[config.mk]
export PLATFORM = sky130hd
export DESIGN_NAME = vga_timing_param
export DESIGN_NICKNAME = d
export VERILOG_FILES = /design/src/rtl/vga_timing_param.sv
export SDC_FILE = /design/constraint.sdc
export NUM_CORES = 1
export LEC_CHECK = 0
export ABC_AREA = 1
export BUFFER_PORTS_ARGS = -buffer_cell sky130_fd_sc_hd__buf_2
export CORE_UTILIZATION = 56
export CTS_BUF_LIST = sky130_fd_sc_hd__clkbuf_4
export CTS_CLUSTER_SIZE = 8
export DETAILED_ROUTE_END_ITERATION = 8
export PLACE_DENSITY = 0.83
export SLEW_MARGIN = 20
export SYNTH_ARGS = -nofsm -noshare
export SYNTH_HDL_FRONTEND = slang
export SYNTH_SLANG_ARGS = --single-unit
[constraint.sdc]
create_clock -name clk -period 1.9 [get_ports clk]
set_clock_uncertainty 0.2 [all_clocks]
set_input_delay 0 -clock clk [delete_from_list [all_inputs] [get_ports clk]]
set_output_delay 0 -clock clk [all_outputs]
set_load 0.01 [all_outputs]
[src/rtl/vga_timing_param.sv]
// vga_timing_param
//   Parametrised VGA timing generator sitting between a framebuffer RAM and
//   the VGA pins. The fetch address is produced from the raw counters; all
//   pin outputs are delayed to match the RAM read latency so that each pixel
//   leaves the pins together with its own sync/blank state.
//
// Ports
//   clk          pixel clock
//   rst_n        asynchronous active-low reset
//   enable       run timing; low holds counters at 0 and blanks the pins
//   mode_565     pixel format: 1 = RGB565, 0 = RGB332 in data[7:0]
//   scale_2x     show each framebuffer pixel as a 2x2 block
//   data         pixel data returned by the framebuffer
//   address      {fy[9:0], fx[9:0]} fetch address (0 outside visible area)
//   fetch_valid  address is inside the visible area
//   h_sync       horizontal sync, active level H_SYNC_POL
//   v_sync       vertical sync, active level V_SYNC_POL
//   video_enable pins carry a visible pixel
//   red/green/blue  colour pins
//   frame_start  one-cycle pulse with the first visible pixel of a frame
module vga_timing_param #(
   parameter int   H_VISIBLE     = 640,
   parameter int   H_FRONT       = 16,
   parameter int   H_SYNC        = 96,
   parameter int   H_BACK        = 48,
   parameter int   V_VISIBLE     = 480,
   parameter int   V_FRONT       = 10,
   parameter int   V_SYNC        = 2,
   parameter int   V_BACK        = 33,
   parameter logic H_SYNC_POL    = 1'b0,
   parameter logic V_SYNC_POL    = 1'b0,
   parameter int   FETCH_LATENCY = 1
) (
   input  logic        clk,
   input  logic        rst_n,
   input  logic        enable,
   input  logic        mode_565,
   input  logic        scale_2x,
   input  logic [15:0] data,
   output logic [19:0] address,
   output logic        fetch_valid,
   output logic        h_sync,
   output logic        v_sync,
   output logic        video_enable,
   output logic [4:0]  red,
   output logic [5:0]  green,
   output logic [4:0]  blue,
   output logic        frame_start
);

   localparam int HT = H_VISIBLE + H_FRONT + H_SYNC + H_BACK;
   localparam int VT = V_VISIBLE + V_FRONT + V_SYNC + V_BACK;

   localparam logic [10:0] H_VIS  = 11'(H_VISIBLE);
   localparam logic [10:0] H_SBEG = 11'(H_VISIBLE + H_FRONT);
   localparam logic [10:0] H_SEND = 11'(H_VISIBLE + H_FRONT + H_SYNC);
   localparam logic [10:0] H_LAST = 11'(HT - 1);
   localparam logic [10:0] V_VIS  = 11'(V_VISIBLE);
   localparam logic [10:0] V_SBEG = 11'(V_VISIBLE + V_FRONT);
   localparam logic [10:0] V_SEND = 11'(V_VISIBLE + V_FRONT + V_SYNC);
   localparam logic [10:0] V_LAST = 11'(VT - 1);

   if (H_VISIBLE < 1 || H_VISIBLE > 1024 || V_VISIBLE < 1 || V_VISIBLE > 1024 ||
       H_FRONT < 0 || H_BACK < 0 || V_FRONT < 0 || V_BACK < 0 ||
       H_SYNC < 1 || V_SYNC < 1 || HT > 2048 || VT > 2048 ||
       FETCH_LATENCY < 0 || FETCH_LATENCY > 4) begin : g_bad_params
      $error("vga_timing_param: illegal timing parameters");
   end

   // Per-pixel control that travels alongside the RAM read.
   typedef struct packed {
      logic vis;
      logic hs;
      logic vs;
      logic first;
      logic m565;
   } stage_t;

   logic [10:0] hc_q, hc_d, vc_q, vc_d;
   logic        run_q, run_d;
   logic        mode_q, mode_d, scale_q, scale_d;
   stage_t      st0, st_dly;

   logic        hs_q, hs_d, vs_q, vs_d, ve_q, ve_d, fs_q, fs_d;
   logic [15:0] rgb_q, rgb_d;

   // run_q is enable seen one edge late: the first running cycle after a
   // rising enable (or reset release) is always (0,0), and stage 0 is idle
   // while in reset, so fetch_valid is 0 there.
   always_comb begin
      run_d   = enable;
      hc_d    = hc_q;
      vc_d    = vc_q;
      mode_d  = mode_q;
      scale_d = scale_q;
      if (!(enable && run_q)) begin
         hc_d = '0;
         vc_d = '0;
      end else if (hc_q == H_LAST) begin
         hc_d = '0;
         vc_d = (vc_q == V_LAST) ? 11'd0 : vc_q + 11'd1;
      end else begin
         hc_d = hc_q + 11'd1;
      end
      // Format/scale only change on the frame boundary.
      if (run_q && hc_q == H_LAST && vc_q == V_LAST) begin
         mode_d  = mode_565;
         scale_d = scale_2x;
      end
   end

   always_comb begin
      st0.vis   = run_q && (hc_q < H_VIS) && (vc_q < V_VIS);
      st0.hs    = run_q && (hc_q >= H_SBEG) && (hc_q < H_SEND);
      st0.vs    = run_q && (vc_q >= V_SBEG) && (vc_q < V_SEND);
      st0.first = run_q && (hc_q == 11'd0) && (vc_q == 11'd0);
      st0.m565  = mode_q;
   end

   always_comb begin
      address = '0;
      if (st0.vis)
         address = scale_q ? {vc_q[10:1], hc_q[10:1]} : {vc_q[9:0], hc_q[9:0]};
   end
   assign fetch_valid = st0.vis;

   // Delay line matching the RAM read latency.
   if (FETCH_LATENCY == 0) begin : g_nopipe
      assign st_dly = st0;
   end else begin : g_pipe
      stage_t [FETCH_LATENCY-1:0] pipe_q, pipe_d;
      always_comb begin
         pipe_d    = pipe_q;
         pipe_d[0] = st0;
         for (int i = 1; i < FETCH_LATENCY; i++)
            pipe_d[i] = pipe_q[i-1];
      end
      always_ff @(posedge clk or negedge rst_n) begin
         if (!rst_n) pipe_q <= '0;
         else        pipe_q <= pipe_d;
      end
      assign st_dly = pipe_q[FETCH_LATENCY-1];
   end

   always_comb begin
      rgb_d = '0;
      if (st_dly.vis)
         rgb_d = st_dly.m565 ? data
                             : {data[7:5], data[7:6], data[4:2], data[4:2],
                                data[1:0], data[1:0], data[1]};
      hs_d = st_dly.hs ? H_SYNC_POL : ~H_SYNC_POL;
      vs_d = st_dly.vs ? V_SYNC_POL : ~V_SYNC_POL;
      ve_d = st_dly.vis;
      fs_d = st_dly.first;
   end

   always_ff @(posedge clk or negedge rst_n) begin
      if (!rst_n) begin
         hc_q    <= '0;
         vc_q    <= '0;
         run_q   <= 1'b0;
         mode_q  <= 1'b0;
         scale_q <= 1'b0;
         hs_q    <= ~H_SYNC_POL;
         vs_q    <= ~V_SYNC_POL;
         ve_q    <= 1'b0;
         fs_q    <= 1'b0;
         rgb_q   <= '0;
      end else begin
         hc_q    <= hc_d;
         vc_q    <= vc_d;
         run_q   <= run_d;
         mode_q  <= mode_d;
         scale_q <= scale_d;
         hs_q    <= hs_d;
         vs_q    <= vs_d;
         ve_q    <= ve_d;
         fs_q    <= fs_d;
         rgb_q   <= rgb_d;
      end
   end

   assign h_sync       = hs_q;
   assign v_sync       = vs_q;
   assign video_enable = ve_q;
   assign frame_start  = fs_q;
   assign red          = rgb_q[15:11];
   assign green        = rgb_q[10:5];
   assign blue         = rgb_q[4:0];

endmodule
==> results by group <==
Run status
  – Status: finished with violations
  – Failing checks: setup timing

Power
  – Leak Pwr: between 1.5 and 2 nW
  – Peak supply drop: ~0.3 mV
  – Pwr Total: roughly 1.9 mW
  – P per Cell Area: 499 nW/µm²

STA
  – Min cycle time layout: around 1.9 ns
  – Final Max Slew Viols: 0
  – Final setup vio count: 20
  – Worst-Margin Slew: roughly 0.50 ns
  – Final hold slack: 0.0382 ns
  – Fin. Hold Viols: 0
  – Final Worst Setup Slack: -0.0486 ns
  – Fin crit share: 1.03
  – Max Clk Rate: about 500 MHz
  – RSZ-0062 raised after global routing: true
  – Slew HR: 0.665

Logic synthesis
  – Largest area contributor in the netlist: dfrtp_1
  – Unique masters post-synth: 29
  – Seq cells post-synth: 50
  – Yosys top cell area share: 0.440
  – Synthesized area per cell: around 7.6 µm²
  – Post-Syn Area: about 2700 µm²
  – Seq/Total Area, Yosys: 0.459
  – Top cells by area, synth: dfrtp_1 (44%), nand2_1 (13%), o21ai_0 (5.5%)
  – Syn. warnings: 0
  – Post-Syn Instances: 360
  – Syn nets: about 390

Die
  – IO Pins: 62
  – Initial Util: 0.582
  – Die area: a little over 5000 µm²
  – Die Ht: approximately 72 µm
  – Rows: 25
  – Die span in x: roughly 72 µm
  – Total core area: 4690 µm²

Place
  – Dpl cells: about 460
  – Detailed placement HPWL: around 4.4 mm
  – Port Buffer Count: 60
  – Placer Congestion: 0.930

Clocking
  – CTS tree: yes
  – Num CTS Buffers: 5
  – CTS Root Cell: clkbuf_4
  – Clock Latency Late Sink: around 0.38 ns
  – Clock slew at reported path FFs: ~0.15 ns
  – CTS Sinks: 50
  – Clk buf depth: 2
  – Max H-tree Level: 2

Global routing
  – Initial antenna violation count: 0
  – GRT overflow: 0
  – Pin count of the biggest net entering global routing: 40
  – Vias in the first global route: 2,614
  – GRT Util Overall: 0.306
  – First-pass GRT wire length: between 10 and 15 mm

Cells and area
  – Share of cells above drive strength 1: 0.309
  – Nets: 500
  – Ant diodes: 0
  – Non-filler cells, final: approximately 530
  – Area Growth Syn to Fin: 36.5%

Routing
  – Via count: approximately 3,000
  – Vias/cell: around 5.6
  – 1st-iter DRT viols: roughly 230
  – Drt pass-1 iters: 5
  – Antenna Nets Post-Route: 0
  – Wire per inst: 15.4 µm
  – Post-route DRC violation count: 0
  – Final wirelength: 8.14 mm

Critical path
  – Crit start category: flop
  – CP dominant cell by count: nor3_4
  – WP data required: around 1.7 ns
  – Crit path cell chain: nor2_4 > nor3_4 > nor3_4 > buf_6 > clkinv_8 > nor2_1 > buf_2
  – Crit Path Max Fanout: 5
  – Slowest cell on crit path: dfrtp_2
  – Critical path data arrival time: roughly 1.8 ns
  – Worst setup EP type: output port
  – Setup CP Type: reg -> out
  – Critical path's largest stage delay: 0.47 ns

Run
  – Maxcap violations: 0

Hold path
  – Hold Path Class: in -> async
[state kept, by name, summed over array words and instances (netlist names)]
signal and cells:
run_q 1, h_sync 1, g_pipe.pipe_q 3, hc_q 11
frame_start 1, ve_d 1, rgb_q 16, vc_q 11
mode_q 1, video_enable 1, scale_q 1, fs_d 1
v_sync 1
[report_power, final]
group          total, mW  leakage, nW  switching (mW)  internal [mW]
Clock              0.492       0.0233           0.355          0.137
Combinational      0.257         1.26           0.138          0.119
Sequential          1.11        0.637          0.0143           1.09
[final cells by class]
type / instances / area (µm²)
multi-input combinational: 253 / 1280
timing repair inverter: 2 / 20.0
inverter: 41 / 169
clock inverter: 2 / 15.0
clock buffer: 5 / 37.5
timing repair buffer: 122 / 871
fill: 303 / 968
tap: 54 / 67.6
sequential: 50 / 1260
[timing repair]
action | 4_1_cts | 5_1_grt
gates resized for setup | 12 | 28
setup endpoints to repair | 20 | 27
pin swaps | 2 | 2
setup buffers | 9 | 12
hold buffers | 35 | 0
endpoints found under the hold margin | 70 | 0
gates cloned | 1 | 1
[synthesized netlist by cell type]
master / instances
a21oi_1: 20
a31oi_1: 1
buf_1: 1
buf_2: 4
buf_4: 2
buf_6: 4
clkbuf_1: 5
conb_1: 1
dfrtp_1: 48
dfstp_2: 2
ha_1: 4
inv_1: 37
inv_2: 4
nand2_1: 91
nand2_4: 1
nand3_1: 23
nand3_2: 2
nand4_1: 10
nor2_1: 39
nor2_2: 7
nor2_4: 2
nor3_1: 11
nor3_2: 1
nor3b_1: 1
nor4_1: 2
o21a_1: 1
o21ai_0: 30
o21ai_2: 5
xor2_1: 1
[stage by stage]
stage	instance area (µm²)	worst slack [ns]	util	setup TNS (ns)
5_1_grt	3720	-0.0996	0.794	-1.54
2_1_floorplan	2730	0.237	-	0
3_3_place_gp	3050	0.115	0.650	0
3_5_place_dp	3050	0.00800	0.650	0
6_report	3720	-0.0486	0.794	-0.627
4_1_cts	3560	0.00165	0.758	0
[worst max-delay path, delay by kind of cell (launching register included)]
family	cells	cell delay (ns)
flops	1	0.47
simple gates	4	0.53
buf+inv	3	0.39
[worst paths after layout]
| path | depth (start not counted) | from | slack, ns | endpoint |
|---|---|---|---|---|
| setup / recovery | 7 | hc_q[8]$_DFF_PN0_ | -0.05 | address[13] |
| hold / removal | 3 | rst_n | 0.04 | vc_q[1]$_DFFE_PN0P_ |
| setup reg to reg | 4 | g_pipe.pipe_q[0]$_DFF_PN0_ | 0.10 | rgb_q[10]$_DFF_PN0_ |
| hold reg to reg | 1 | g_pipe.pipe_q[3]$_DFF_PN0_ | 0.16 | h_sync$_DFF_PN1_ |
| max in group asynchronous | 4 | rst_n | 0.73 | v_sync$_DFF_PN1_ |
| min in group clk | 2 | enable | 0.07 | run_q$_DFF_PN0_ |
[cell families after synthesis]
logic type,after synthesis,synth area share
simple gates,190,0.311
flops,50,0.459
compound gates,57,0.113
buf+inv,57,0.0940
fa+ha+maj,4,0.0183
xor+xnor,1,0.00321
other cells,1,0.00137
[placed cells by master (no fill, tap or decap), drive strengths merged]
cell | netlist | final
nand2 | 92 | 92
buf | 11 | 88
dfrtp | 48 | 48
nor2 | 48 | 48
inv | 41 | 42
o21ai | 35 | 35
dlygate4sd3 | 0 | 34
nand3 | 25 | 25
a21oi | 20 | 20
nor3 | 12 | 12
nand4 | 10 | 10
clkbuf | 5 | 5
ha | 4 | 4
nor4 | 2 | 2
clkinvlp | 0 | 2
dfstp | 2 | 2
clkinv | 0 | 1
a31oi | 1 | 1
o21a | 1 | 1
nor3b | 1 | 1
xor2 | 1 | 1
conb | 1 | 1
[layer usage]
layer / wire, µm / GRT usage
met5: 0 / 0
met4: 363 / 0.135
met3: 621 / 0.0464
met2: 4050 / 0.530
met1: 3110 / 0.380
(Power assumes the default switching activity.)
